$ cat src/rtl/mux_32_8_pkg.sv
// Shared types and widths for the 32-to-8 serializer.
// Build option MUX_32_8_IDLE_SYM_EN is consumed by mux_32_8.
package mux_32_8_pkg;

    localparam int WORD_W         = 32;
    localparam int BYTE_W         = 8;
    localparam int CNT_W          = 2;
    localparam int BYTES_PER_WORD = WORD_W / BYTE_W;

    localparam logic [CNT_W-1:0] CNT_LAST = CNT_W'(BYTES_PER_WORD - 1);

    typedef enum logic {
        IDLE = 1'b0,
        SEND = 1'b1
    } state_e;

    // Byte 0 is the most significant byte: transmission order is MSB first.
    function automatic logic [BYTE_W-1:0] word_byte(input logic [WORD_W-1:0] w,
                                                    input logic [CNT_W-1:0]  idx);
        logic [BYTE_W-1:0] b;
        case (idx)
            2'd0:    b = w[31:24];
            2'd1:    b = w[23:16];
            2'd2:    b = w[15:8];
            default: b = w[7:0];
        endcase
        return b;
    endfunction

endpackage

$ cat src/rtl/mux_32_8_hold_reg.sv
// One-word holding register with full flag; 1-cycle write, read is combinational.
// A load on the same edge as a take keeps the register full with the new word.
module mux_32_8_hold_reg
    import mux_32_8_pkg::*;
(
    input  logic              clk_4f,
    input  logic              reset,
    input  logic              load_i,
    input  logic              take_i,
    input  logic [WORD_W-1:0] data_i,
    output logic              full_o,
    output logic [WORD_W-1:0] data_o
);

    logic              full_q, full_d;
    logic [WORD_W-1:0] data_q, data_d;

    always_comb begin
        full_d = full_q;
        data_d = data_q;
        if (load_i) begin
            full_d = 1'b1;
            data_d = data_i;
        end else if (take_i) begin
            full_d = 1'b0;
        end
    end

    always_ff @(posedge clk_4f or negedge reset) begin
        if (!reset) begin
            full_q <= 1'b0;
            data_q <= '0;
        end else begin
            full_q <= full_d;
            data_q <= data_d;
        end
    end

    assign full_o = full_q;
    assign data_o = data_q;

endmodule

$ cat src/rtl/mux_32_8.sv
// 32-bit word to 8-bit byte serializer, MSB first; first byte 1 cycle after acceptance.
// ready_in is low while the holding register is full. MUX_32_8_IDLE_SYM_EN drives IDLE_SYM when idle.
module mux_32_8
    import mux_32_8_pkg::*;
#(
    parameter logic [BYTE_W-1:0] IDLE_SYM = 8'hBC
) (
    input  logic              clk_4f,
    input  logic              reset,
    input  logic              valid_in,
    input  logic [WORD_W-1:0] data_in,
    output logic              ready_in,
    output logic              valid_out,
    output logic [BYTE_W-1:0] data_out
);

`ifdef MUX_32_8_IDLE_SYM_EN
    localparam logic [BYTE_W-1:0] IDLE_DAT = IDLE_SYM;
`else
    // The parameter stays in the interface; this build always idles at zero.
    localparam logic [BYTE_W-1:0] IDLE_DAT = IDLE_SYM & 8'h00;
`endif

    state_e            state_q, state_d;
    logic [CNT_W-1:0]  cnt_q, cnt_d;
    logic [WORD_W-1:0] shift_q, shift_d;
    logic [BYTE_W-1:0] dout_q, dout_d;
    logic              vout_q, vout_d;
    logic              rdy_q, rdy_d;

    logic              accept;
    logic              hold_load, hold_take, hold_full;
    logic [WORD_W-1:0] hold_dat;
    logic [CNT_W-1:0]  cnt_nxt;

    assign accept  = valid_in & rdy_q;
    assign cnt_nxt = cnt_q + 1'b1;

    always_comb begin
        state_d   = state_q;
        cnt_d     = cnt_q;
        shift_d   = shift_q;
        dout_d    = dout_q;
        vout_d    = vout_q;
        hold_load = 1'b0;
        hold_take = 1'b0;

        case (state_q)
            IDLE: begin
                if (accept) begin
                    state_d = SEND;
                    shift_d = data_in;
                    cnt_d   = '0;
                    dout_d  = word_byte(data_in, '0);
                    vout_d  = 1'b1;
                end
            end
            SEND: begin
                if (cnt_q != CNT_LAST) begin
                    cnt_d     = cnt_nxt;
                    dout_d    = word_byte(shift_q, cnt_nxt);
                    vout_d    = 1'b1;
                    hold_load = accept;
                end else if (hold_full) begin
                    // Word boundary with a queued word: chain it with no gap.
                    shift_d   = hold_dat;
                    cnt_d     = '0;
                    dout_d    = word_byte(hold_dat, '0);
                    vout_d    = 1'b1;
                    hold_take = 1'b1;
                    hold_load = accept;
                end else if (accept) begin
                    shift_d = data_in;
                    cnt_d   = '0;
                    dout_d  = word_byte(data_in, '0);
                    vout_d  = 1'b1;
                end else begin
                    state_d = IDLE;
                    cnt_d   = '0;
                    dout_d  = IDLE_DAT;
                    vout_d  = 1'b0;
                end
            end
            default: begin
                state_d = IDLE;
                cnt_d   = '0;
                dout_d  = IDLE_DAT;
                vout_d  = 1'b0;
            end
        endcase

        // Ready reflects the holding register's occupancy after this edge.
        rdy_d = ~(hold_load | (hold_full & ~hold_take));
    end

    always_ff @(posedge clk_4f or negedge reset) begin
        if (!reset) begin
            state_q <= IDLE;
            cnt_q   <= '0;
            shift_q <= '0;
            dout_q  <= IDLE_DAT;
            vout_q  <= 1'b0;
            rdy_q   <= 1'b0;
        end else begin
            state_q <= state_d;
            cnt_q   <= cnt_d;
            shift_q <= shift_d;
            dout_q  <= dout_d;
            vout_q  <= vout_d;
            rdy_q   <= rdy_d;
        end
    end

    mux_32_8_hold_reg u_hold (
        .clk_4f (clk_4f),
        .reset  (reset),
        .load_i (hold_load),
        .take_i (hold_take),
        .data_i (data_in),
        .full_o (hold_full),
        .data_o (hold_dat)
    );

    assign ready_in  = rdy_q;
    assign valid_out = vout_q;
    assign data_out  = dout_q;

endmodule

$ cat config.mk
export PLATFORM = sky130hd
export DESIGN_NAME = mux_32_8
export DESIGN_NICKNAME = d
export VERILOG_FILES = /design/src/rtl/mux_32_8_pkg.sv /design/src/rtl/mux_32_8_hold_reg.sv /design/src/rtl/mux_32_8.sv
export SDC_FILE = /design/constraint.sdc
export NUM_CORES = 1
export LEC_CHECK = 0
export CAP_MARGIN = 20
export CELL_PAD_IN_SITES_DETAIL_PLACEMENT = 1
export CELL_PAD_IN_SITES_GLOBAL_PLACEMENT = 2
export CORE_MARGIN = 2
export CORE_UTILIZATION = 34
export CTS_CLUSTER_SIZE = 8
export DETAILED_ROUTE_END_ITERATION = 16
export GPL_TIMING_DRIVEN = 0
export PLACE_DENSITY = 0.82
export REMOVE_ABC_BUFFERS = 1
export SYNTH_ARGS = -nofsm -noshare
export SYNTH_HDL_FRONTEND = slang
export SYNTH_SLANG_ARGS = --single-unit
$ cat constraint.sdc
create_clock -name clk_4f -period 1.6 [get_ports clk_4f]
set_input_delay 0.32 -clock clk_4f [delete_from_list [all_inputs] [get_ports clk_4f]]
set_output_delay 0.32 -clock clk_4f [all_outputs]
set_load 0.05 [all_outputs]
---- After elaboration in Yosys (flattened, before gate mapping) ----
Index checks and enable logic that the tools add are counted.
Widths: inputs -> output; s select.
word-level totals
  input port bits ......................... 35
  bits in registers ....................... 78
  output and inout bits ................... 10
  logic and storage cells ................. 49
cells by class
  reduce and logical (&&, ||, !) cells .... 2
  bitwise operators ....................... 6
  $add $sub $neg .......................... 1
  eq/ne operators ......................... 5
  muxes and demuxes ....................... 27
operator list
  kind                 count
  $mux 32              3
  $pmux 32 s2          1
  $mux 8               4
  $pmux 8 s3           1
  $pmux 8 s2           1
  $mux 1               12
  $ne 2x2->1 const B   3
  $mux 2               2
  $pmux 1 s2           2
  $pmux 2 s2           1
  $not 1->1            3
  $add 2x1->2 const B  1
  $and 1x1->1          2
  $eq 2x1->1 const B   1
  $eq 2x2->1 const B   1
  $logic_not 2->1      1
  $reduce_bool 2->1    1
  $or 1x1->1           1

---- Longest topological paths before layout ----
Gate-level depths: netlist of run 1.
  word-level depth ........................ 7
  mapped depth ............................ 7

---- Hierarchy ----
From an unflattened synthesis of run 1, not the netlist that was laid out.
second synthesis, totals
  cells, all modules ...................... 304
  area total of the unflattened synthesis .. 3863.7 um^2
modules (own cells, without submodules)
  module             cells each  instances  area each (um^2)  sequential area each (um^2)
  mux_32_8           233         1          2486.1            1126.1
  mux_32_8_hold_reg  71          1          1377.6            825.8

---- Least setup slack after synthesis of run 1 ----
No wires, ideal clock.
  path kind ............................... register to register
  start ................................... reg cnt_q[0]
  end ..................................... reg u_hold.data_q[10], in the netlist u_hold.data_o[10]
  slack ................................... -59 ps
  stages on the path, launching flop included .. 8
  data arrival time ....................... 1534 ps
  data required time ...................... 1475 ps
  setup time .............................. 125 ps
  cells stage by stage .................... dfrtp_1 ha_1 buf_2 nand2b_1 buf_4 nand3_4 buf_6 mux2_4
on the way
  cells in the longest elaborated chain, start to end .. 3
ends and longest elaborated chain
  what                      line                     RTL
  start: declaration        mux_32_8.sv:25           logic [CNT_W-1:0] cnt_q, cnt_d;
  start signal: assignment  mux_32_8.sv:106          cnt_q <= cnt_d;
  $ne 2x2->1                mux_32_8.sv:59           if (cnt_q != CNT_LAST) begin
  $mux 1                    mux_32_8.sv:59
  $mux 1                    mux_32_8.sv:48           case (state_q)
  end signal: assignment    mux_32_8_hold_reg.sv:35  data_q <= data_d;
  end: declaration          mux_32_8_hold_reg.sv:16  logic [WORD_W-1:0] data_q, data_d;
No other way between the ends.
A chain may end at the register's enable or synchronous reset.

---- Worst setup path in the final report of run 1 ----
  start ................................... reg cnt_q[0]
  end ..................................... reg dout_q[2], in the netlist data_out[2]
on the way
  cells in the longest elaborated chain, start to end .. 5
  elaborated cells between the ends (all ways) .. 8
  classes of those cells .................. add/sub: 1; eq/ne: 3; mux: 3; reduce/logical: 1
ends and longest elaborated chain
  what                                      line                RTL
  $add 2x1->2                               mux_32_8.sv:37      assign cnt_nxt = cnt_q + 1'b1;
  $eq 2x2->1, or another cell as far along  mux_32_8_pkg.sv:21  case (idx)
  $pmux 8 s3                                mux_32_8_pkg.sv:21
  $mux 8 *                                  mux_32_8.sv:59
  $pmux 8 s2 *                              mux_32_8.sv:48
  end signal: assignment                    mux_32_8.sv:108     dout_q <= dout_d;
  end: declaration                          mux_32_8.sv:27      logic [BYTE_W-1:0] dout_q, dout_d;
Every way passes the cells marked *; elsewhere a longest branch is shown, timed or not.

==> impl_metrics.tcl, run 1 <==
set metrics [dict create \
    root_buffer "clkbuf_16" \
    crit_fanout 7 \
    outcome "finished, violations left" \
    violations "negative setup slack" \
    ys_seq_area_frac 0.507 \
    cts.path.max_buffers 2 \
    drtPass1Iterations 5 \
    syn_inst 313 \
    p_comb_frac 0.539 \
    cts_sinks 78 \
    place_area_um2 4370 \
    p_switching_mw 5.06 \
    yosysWarnings 0 \
    whs_ns 0.370 \
    leakage_nw 2.30 \
    rsz0062_at_grt "true" \
    wl_per_cell_um 22.7 \
    wl_um 11700 \
    coreArea_um2 10900 \
    clk_pin_slew_ns 0.06 \
    grt_pass1_wl_um 18200 \
    setup_viol 10 \
    diodes 0 \
    drt_iter0_drc 195 \
    n_fill_cell 1137 \
    cp-start-kind "flip-flop" \
    grt_overflow 0 \
    final_core_util 0.468 \
    cap_violations 0 \
    clock.fmax_mhz 609 \
    syn_area_um2 3850 \
    grt_max_degree 67 \
    relSlewSlack 0.637 \
    stdcell_count 515 \
    post-place-ws_ns -1.47 \
    period_share 1.03 \
    cts_buffers 9 \
    start_util 0.352 \
    finalSetupTns_ns -0.221 \
    drc 0 \
    vias 2998 \
    power_density_nw_per_um2 2490 \
    final_cell_mix "74 x dfrtp_1, 32 x and3_1, 32 x a31oi_1, 32 x o2bb2ai_1, 32 x clkdlybuf4s50_1" \
    yosysTopAreaCell "dfrtp_1" \
    cts_tree "done" \
    track_usage 0.190 \
    hp-class "in2async" \
    synth.distinct_cells 36 \
    grt_pass1_vias 3249 \
    synth_area_per_cell_um2 12.3 \
    die_h_um 110 \
    slew_violations 0 \
    min_period_ns 1.64 \
    p_total_mw 12.7 \
    area_growth_pct 32.8 \
    post-place-cells 468 \
    required_ns 1.82 \
    clock_skew_ns 0.00588 \
    portBuffers 44 \
    arrival_ns 1.87 \
    swShare 0.398 \
    antenna_found_initial 0 \
    clkPwrFrac 0.162 \
    dieArea_um2 12200 \
    worst-slew-pin-transition_ns 0.545 \
    drive_above_1_share 0.283 \
    clock_latency_ns 0.34 \
    seqPwrFrac 0.298 \
    p_int_mw 7.67 \
    io_pins 45 \
    crit_type "reg2reg" \
    ant_nets 0 \
    ir_drop_mv 1.29 \
    synth_top_area_frac 0.507 \
    fin_area_um2 5120 \
    report.final.hold_viol_count 0 \
    fin_nets 410 \
    dieWidth_um 110 \
    end_kind "flip-flop" \
    worst_slack_ns -0.0428 \
    hpwl_um 6030 \
    viasPerCell 5.82 \
    place_congestion 0.748 \
    yosys_register_bits 78 \
    placementRows 38 \
    final_common_cell "dfrtp_1" \
    cts_max_level 3 \
    synthTopCellsByArea "dfrtp_1 51%, mux2_4 12%, o2bb2ai_1 7.3%" \
]
==> path summary, 6_finish.rpt <==
| check | start | to | slack, ns | depth (start not counted) |
|---|---|---|---|---|
| worst max-delay path | cnt_q[0]$_DFFE_PN0P_ | data_out[2]$_DFFE_PN0P_ | -0.04 | 6 |
| worst min-delay path | reset | u_hold.data_o[10]$_DFFE_PN0P_ | 0.37 | 2 |
| worst max register to register | cnt_q[0]$_DFFE_PN0P_ | data_out[2]$_DFFE_PN0P_ | -0.04 | 6 |
| worst min register to register | shift_q[7]$_DFFE_PN0P_ | shift_q[7]$_DFFE_PN0P_ | 0.49 | 1 |
| max in group asynchronous | reset | state_q$_DFF_PN0_ | 0.64 | 3 |
| min in group clk_4f | shift_q[7]$_DFFE_PN0P_ | shift_q[7]$_DFFE_PN0P_ | 0.49 | 1 |
==> power by group through the flow <==
stage	combinational [mW]	clock (mW)	sequential (mW)
3_5_place_dp	5.48	0	3.85
4_1_cts	6.62	2.10	3.75
2_1_floorplan	3.59	0	3.95
3_3_place_gp	4.90	0	3.78
5_1_grt	7.36	2.17	3.90
6_report	6.87	2.07	3.80
==> critical path, stage by stage, from the launching register on <==
cell,delay (ns)
dfrtp_2,0.48
inv_2,0.13
ha_4,0.18
nand3b_1,0.11
buf_4,0.18
o22a_1,0.19
a32o_1,0.25
==> final cells by class <==
| class | count | area [um2] | share of cell area |
|---|---|---|---|
| inverters | 5 | 18.8 | 0.00367 |
| repair buffers | 76 | 795 | 0.155 |
| clock buffers | 12 | 256 | 0.0501 |
| flip-flops and latches | 78 | 1960 | 0.383 |
| clock inverters | 4 | 45.0 | 0.00880 |
| well taps | 140 | 175 | 0.0342 |
| multi-input cells | 200 | 1870 | 0.365 |
==> cell usage after synthesis, drive strengths merged <==
cell and instances:
dfrtp 78, nand3b 1, nor2b 1, o21ai 4, or3 2, mux2 32, and3 32, and2 2
nor3b 1, a32o 8, nand3 3, o31ai 1, o32a 1, a22oi 1, buf 16, nand2b 2
a31oi 32, a221oi 1, nand2 10, inv 5, ha 5, clkbuf 17, a222oi 7, a21o 1
o21a 1, a22o 7, o22a 6, o2bb2ai 32, a21oi 4
==> metal layers <==
layer  wire (um)  vias to the layer above  track usage  share of wire
met2        5780                       78        0.324           0.50
met5           0                        -            0              0
met1        5190                     1561        0.238           0.44
li1            -                     1339            -              -
met4         259                        0       0.0867          0.022
met3         444                       20       0.0291          0.038
==> flip-flops by register name, indices dropped and copies added (netlist names) <==
name and cells:
cnt_q 2, data_out 8, ready_in 1, shift_q 32
state_q 1, u_hold.data_o 32, u_hold.full_o 1, valid_out 1
==> cell families (layout without fill, tap and decap cells) <==
logic type	after synthesis	after routing	synth area share
adder cells (fa/ha/maj)	5	5	0.0162
buffers and inverters	38	97	0.0503
flip-flops	78	78	0.507
AND/OR/NAND/NOR	54	57	0.0867
multiplexers	32	32	0.123
AO/OA/AOI/OAI	106	106	0.217
==> repair_timing <==
action                                 CTS  global route
pin swaps                                5             6
setup endpoints to repair               87            37
endpoints found under the hold margin   12             0
resized for setup                       40             9
hold buffers                             1             0
gates cloned                             3             0
setup buffers                           21             6
(Power assumes the default switching activity.)
==> run 2, diff against run 1 <==
--- a/config.mk
+++ b/config.mk
@@ -6,14 +6,15 @@
 export NUM_CORES = 1
 export LEC_CHECK = 0
 export CAP_MARGIN = 20
-export CELL_PAD_IN_SITES_DETAIL_PLACEMENT = 1
-export CELL_PAD_IN_SITES_GLOBAL_PLACEMENT = 2
+export CELL_PAD_IN_SITES_DETAIL_PLACEMENT = 0
+export CELL_PAD_IN_SITES_GLOBAL_PLACEMENT = 1
 export CORE_MARGIN = 2
-export CORE_UTILIZATION = 34
+export CORE_UTILIZATION = 41
 export CTS_CLUSTER_SIZE = 8
 export DETAILED_ROUTE_END_ITERATION = 16
+export GPL_ROUTABILITY_DRIVEN = 0
 export GPL_TIMING_DRIVEN = 0
-export PLACE_DENSITY = 0.82
+export PLACE_DENSITY = 0.83
 export REMOVE_ABC_BUFFERS = 1
 export SYNTH_ARGS = -nofsm -noshare
 export SYNTH_HDL_FRONTEND = slang
==> impl_metrics.tcl, run 2 (same netlist as run 1, synthesis figures left out) <==
set metrics [dict create \
    required_ns 1.83 \
    cts_tree "done" \
    period_share 1.04 \
    end_kind "flip-flop" \
    final_cell_mix "74 x dfrtp_1, 33 x clkdlybuf4s50_1, 32 x mux2_4, 32 x and3_1, 32 x a31oi_1" \
    grt_pass1_wl_um 16800 \
    clock_skew_ns 0.0137 \
    track_usage 0.216 \
    met1_usage 0.290 \
    dieArea_um2 10200 \
    cpPeakStageDelay_ns 0.50 \
    cts_buffers 9 \
    die_h_um 101 \
    crit_fanout 8 \
    violations "negative setup slack" \
    fin_nets 410 \
    wl_um 11100 \
    area_growth_pct 32.1 \
    drive_above_1_share 0.299 \
    clock.fmax_mhz 603 \
    worst_slack_ns -0.0588 \
    power_density_nw_per_um2 2490 \
    arrival_ns 1.89 \
    grt_pass1_vias 3164 \
    final_core_util 0.553 \
    cap_violations 0 \
    r2r_cells 6 \
    worst-slew-pin-transition_ns 0.538 \
    met3_usage 0.0298 \
    diodes 0 \
    antenna_found_initial 0 \
    r2r_slack_ns -0.06 \
    hpwl_um 5520 \
    met2_usage 0.346 \
    io_pins 45 \
    hp-class "in2async" \
    leakage_nw 2.29 \
    clk_pin_slew_ns 0.09 \
    dieWidth_um 101 \
    post-place-ws_ns -1.40 \
    crit_path_top_delay_cell "dfrtp_2" \
    min_period_ns 1.66 \
    root_buffer "clkbuf_8" \
    ir_drop_mv 0.764 \
    n_fill_cell 746 \
    placementRows 35 \
    start_util 0.419 \
    cp-start-kind "flip-flop" \
    ant_nets 0 \
    drc 0 \
    grt_max_degree 65 \
    setup_viol 27 \
    rsz0062_at_grt "true" \
    portBuffers 44 \
    cts_max_level 3 \
    cts_sinks 78 \
    report.final.hold_viol_count 0 \
    wl_per_cell_um 22.8 \
    drtPass1Iterations 7 \
    grt_overflow 0 \
    path_common_cell "buf_6" \
    outcome "finished, violations left" \
    p_total_mw 12.7 \
    cts.path.max_buffers 2 \
    viasPerCell 6.28 \
    coreArea_um2 9200 \
    slew_violations 0 \
    clock_latency_ns 0.35 \
    drt_iter0_drc 290 \
    path_cells "ha_4 > buf_6 > nor3b_4 > buf_6 > nand2_2 > a32o_1" \
    final_common_cell "dfrtp_1" \
    vias 3047 \
    busiest_layer "met2" \
    relSlewSlack 0.642 \
    crit_type "reg2reg" \
]
-- run 2: final cells by class --
type	count	area [um2]	area share
sequential	78	1960	0.386
multi-input combinational	200	1890	0.372
timing repair buffer	76	832	0.164
clock buffer	11	141	0.0278
tap	111	139	0.0273
clock inverter	4	95.1	0.0187
inverter	5	23.8	0.00467
-- run 2: per-layer routing --
metal  up-vias  part of all wire
li1       1339                 -
met1      1527              0.43
met2       157              0.48
met3        24             0.062
met4         0             0.026
met5         -                 0
-- run 2: critical path: cells and delay by family (launching register included) --
family / cells / cell delay [ns]
adders and majority gates: 1 / 0.23
buffers and inverters: 2 / 0.30
DFF: 1 / 0.50
AOI/OAI and AO/OA: 1 / 0.26
and+or+nand+nor: 2 / 0.25
-- run 2: repair_timing --
item,in CTS,in global routing
pin swaps,6,16
gates resized for setup,42,29
hold buffers,1,0
hold endpoints to repair,14,0
gates cloned,3,1
setup buffers,14,11
setup endpoints to repair,87,44
-- run 2: path summary, 6_finish.rpt --
path | to | start
worst max-delay path | data_out[6]$_DFFE_PN0P_ | cnt_q[0]$_DFFE_PN0P_
worst min-delay path | u_hold.data_o[12]$_DFFE_PN0P_ | reset
worst max register to register | data_out[6]$_DFFE_PN0P_ | cnt_q[0]$_DFFE_PN0P_
worst min register to register | valid_out$_DFFE_PN0P_ | valid_out$_DFFE_PN0P_
max in group asynchronous | cnt_q[1]$_DFFE_PN0P_ | reset
min in group clk_4f | valid_out$_DFFE_PN0P_ | valid_out$_DFFE_PN0P_
-- run 2: power breakdown --
part | internal [mW] | switching (mW)
Clock | 1.07 | 0.728
Sequential | 3.00 | 0.762
Combinational | 3.54 | 3.57
Total | 7.62 | 5.06
-- run 2: metrics by stage --
stage,instance area [um2],std cells,setup TNS (ns),hold WS (ns)
floorplan,3680,280,-77.20,0.0244
global placement,4260,435,-344.12,0.468
detailed placement,4370,440,-79.70,0.202
CTS,4900,473,0,0.368
global route,5090,485,-1.51,0.382
finish,5090,485,-0.578,0.361
==> run 3, diff against run 2 <==
==> constraint.sdc (replaced) <==
create_clock -name clk_4f -period 1.6 [get_ports clk_4f]
set_input_delay 0.4 -clock clk_4f [delete_from_list [all_inputs] [get_ports clk_4f]]
set_output_delay 0.4 -clock clk_4f [all_outputs]
set_load 0.05 [all_outputs]
==> impl_metrics.tcl, run 3 (same netlist as run 1, synthesis figures left out) <==
set metrics [dict create \
    cp-start-kind "flip-flop" \
    track_usage 0.216 \
    rsz0062_at_grt "true" \
    dieWidth_um 101 \
    power_density_nw_per_um2 2490 \
    viasPerCell 6.36 \
    drive_above_1_share 0.326 \
    dieArea_um2 10200 \
    period_share 1.03 \
    cts_sinks 78 \
    report.final.hold_viol_count 0 \
    placementRows 35 \
    end_kind "flip-flop" \
    cts_buffers 9 \
    ant_nets 0 \
    r2r_cells 4 \
    cts_max_level 3 \
    coreArea_um2 9200 \
    root_buffer "clkbuf_8" \
    relSlewSlack 0.649 \
    clock_skew_ns 0.0125 \
    wl_per_cell_um 22.9 \
    start_util 0.419 \
    grt_max_degree 65 \
    crit_fanout 8 \
    crit_type "reg2reg" \
    die_h_um 101 \
    violations "negative setup slack" \
    p_total_mw 12.9 \
    diodes 0 \
    drt_iter0_drc 284 \
    drc 0 \
    r2r_start "cnt_q[0]$_DFFE_PN0P_" \
    final_core_util 0.563 \
    startpoint "cnt_q[0]$_DFFE_PN0P_" \
    portBuffers 44 \
    setup_viol 35 \
    fin_nets 416 \
    leakage_nw 2.33 \
    clkPwrFrac 0.140 \
    area_growth_pct 34.3 \
    slew_violations 0 \
    outcome "finished, violations left" \
    min_period_ns 1.65 \
    swShare 0.395 \
    cts.path.max_buffers 2 \
    seqPwrFrac 0.294 \
    cap_violations 0 \
    stdcell_count 491 \
    r2r-end "data_out[1]$_DFFE_PN0P_" \
    grt_pass1_vias 3158 \
    post-place-cells 440 \
    wl_um 11200 \
    clk_pin_slew_ns 0.09 \
    final_cell_mix "74 x dfrtp_1, 32 x and3_1, 32 x a31oi_1, 32 x o2bb2ai_1, 32 x clkdlybuf4s50_1" \
    antenna_found_initial 0 \
    hp-class "in2async" \
    required_ns 1.84 \
    worst-slew-pin-transition_ns 0.527 \
    cts_tree "done" \
    p_int_mw 7.78 \
    grt_overflow 0 \
    final_common_cell "dfrtp_1" \
    ir_drop_mv 0.841 \
    io_pins 45 \
    r2r_slack_ns -0.05 \
    p_switching_mw 5.09 \
    post-place-ws_ns -1.48 \
    fin_area_um2 5170 \
    clock.fmax_mhz 607 \
    hpwl_um 5520 \
    arrival_ns 1.89 \
    p_comb_frac 0.566 \
    drtPass1Iterations 6 \
    worst_slack_ns -0.0469 \
    clock_latency_ns 0.35 \
    vias 3122 \
    grt_pass1_wl_um 16700 \
    place_area_um2 4370 \
]
==> run 3: timing repair <==
| action | in CTS | in global routing |
|---|---|---|
| hold buffers | 1 | 0 |
| pin swaps | 6 | 18 |
| hold endpoints to repair | 14 | 0 |
| setup buffers | 13 | 16 |
| cloned | 3 | 3 |
| resized for setup | 56 | 23 |
| setup endpoints to repair | 87 | 70 |
==> run 3: metrics by stage <==
step	hold WS, ns	TNS [ns]
finish	0.440	-0.602
global route	0.468	-2.16
CTS	0.448	-0.121
detailed placement	0.282	-84.53
global placement	0.468	-355.73
floorplan	0.104	-77.20
==> run 3: worst max path at each step <==
stage | slack [ns] | depth (start not counted) | endpoint
floorplan | -1.26 | 3 | u_hold.data_o[10]$_DFFE_PN0P_
global placement | -2.59 | 1 | valid_out$_DFFE_PN0P_
detailed placement | -1.48 | 4 | u_hold.data_o[20]$_DFFE_PN0P_
CTS | -0.03 | 5 | data_out[1]$_DFFE_PN0P_
global route | -0.12 | 4 | data_out[1]$_DFFE_PN0P_
finish | -0.05 | 4 | data_out[1]$_DFFE_PN0P_
==> run 3: worst max-delay path, cell delays in order, from the launching register on <==
cell	delay, ns
dfrtp_2	0.50
ha_4	0.23
a222oi_1	0.45
nand2_2	0.11
a32o_1	0.24
==> run 3: cell type report <==
cell class | count | area [um2]
clock buffers | 11 | 141
clock inverters | 4 | 95.1
fillers | 732 | 4020
inverters | 5 | 23.8
multi-input cells | 200 | 1870
flip-flops and latches | 78 | 1960
well taps | 111 | 139
repair buffers | 82 | 947
==> run 3: per-layer routing <==
metal | global-route usage | up-vias | part of all wire
met5 | 0 | - | 0
met4 | 0.111 | 0 | 0.029
met3 | 0.0298 | 30 | 0.064
met2 | 0.348 | 151 | 0.49
met1 | 0.285 | 1598 | 0.42
li1 | - | 1343 | -
==> run 3: power groups by stage <==
stage	Combinational, mW	Sequential (mW)	Clock, mW
floorplan	3.59	3.95	0
global placement	4.86	3.76	0
detailed placement	5.59	3.72	0
CTS	6.34	3.71	1.79
global route	7.70	3.88	1.89
finish	7.28	3.78	1.81
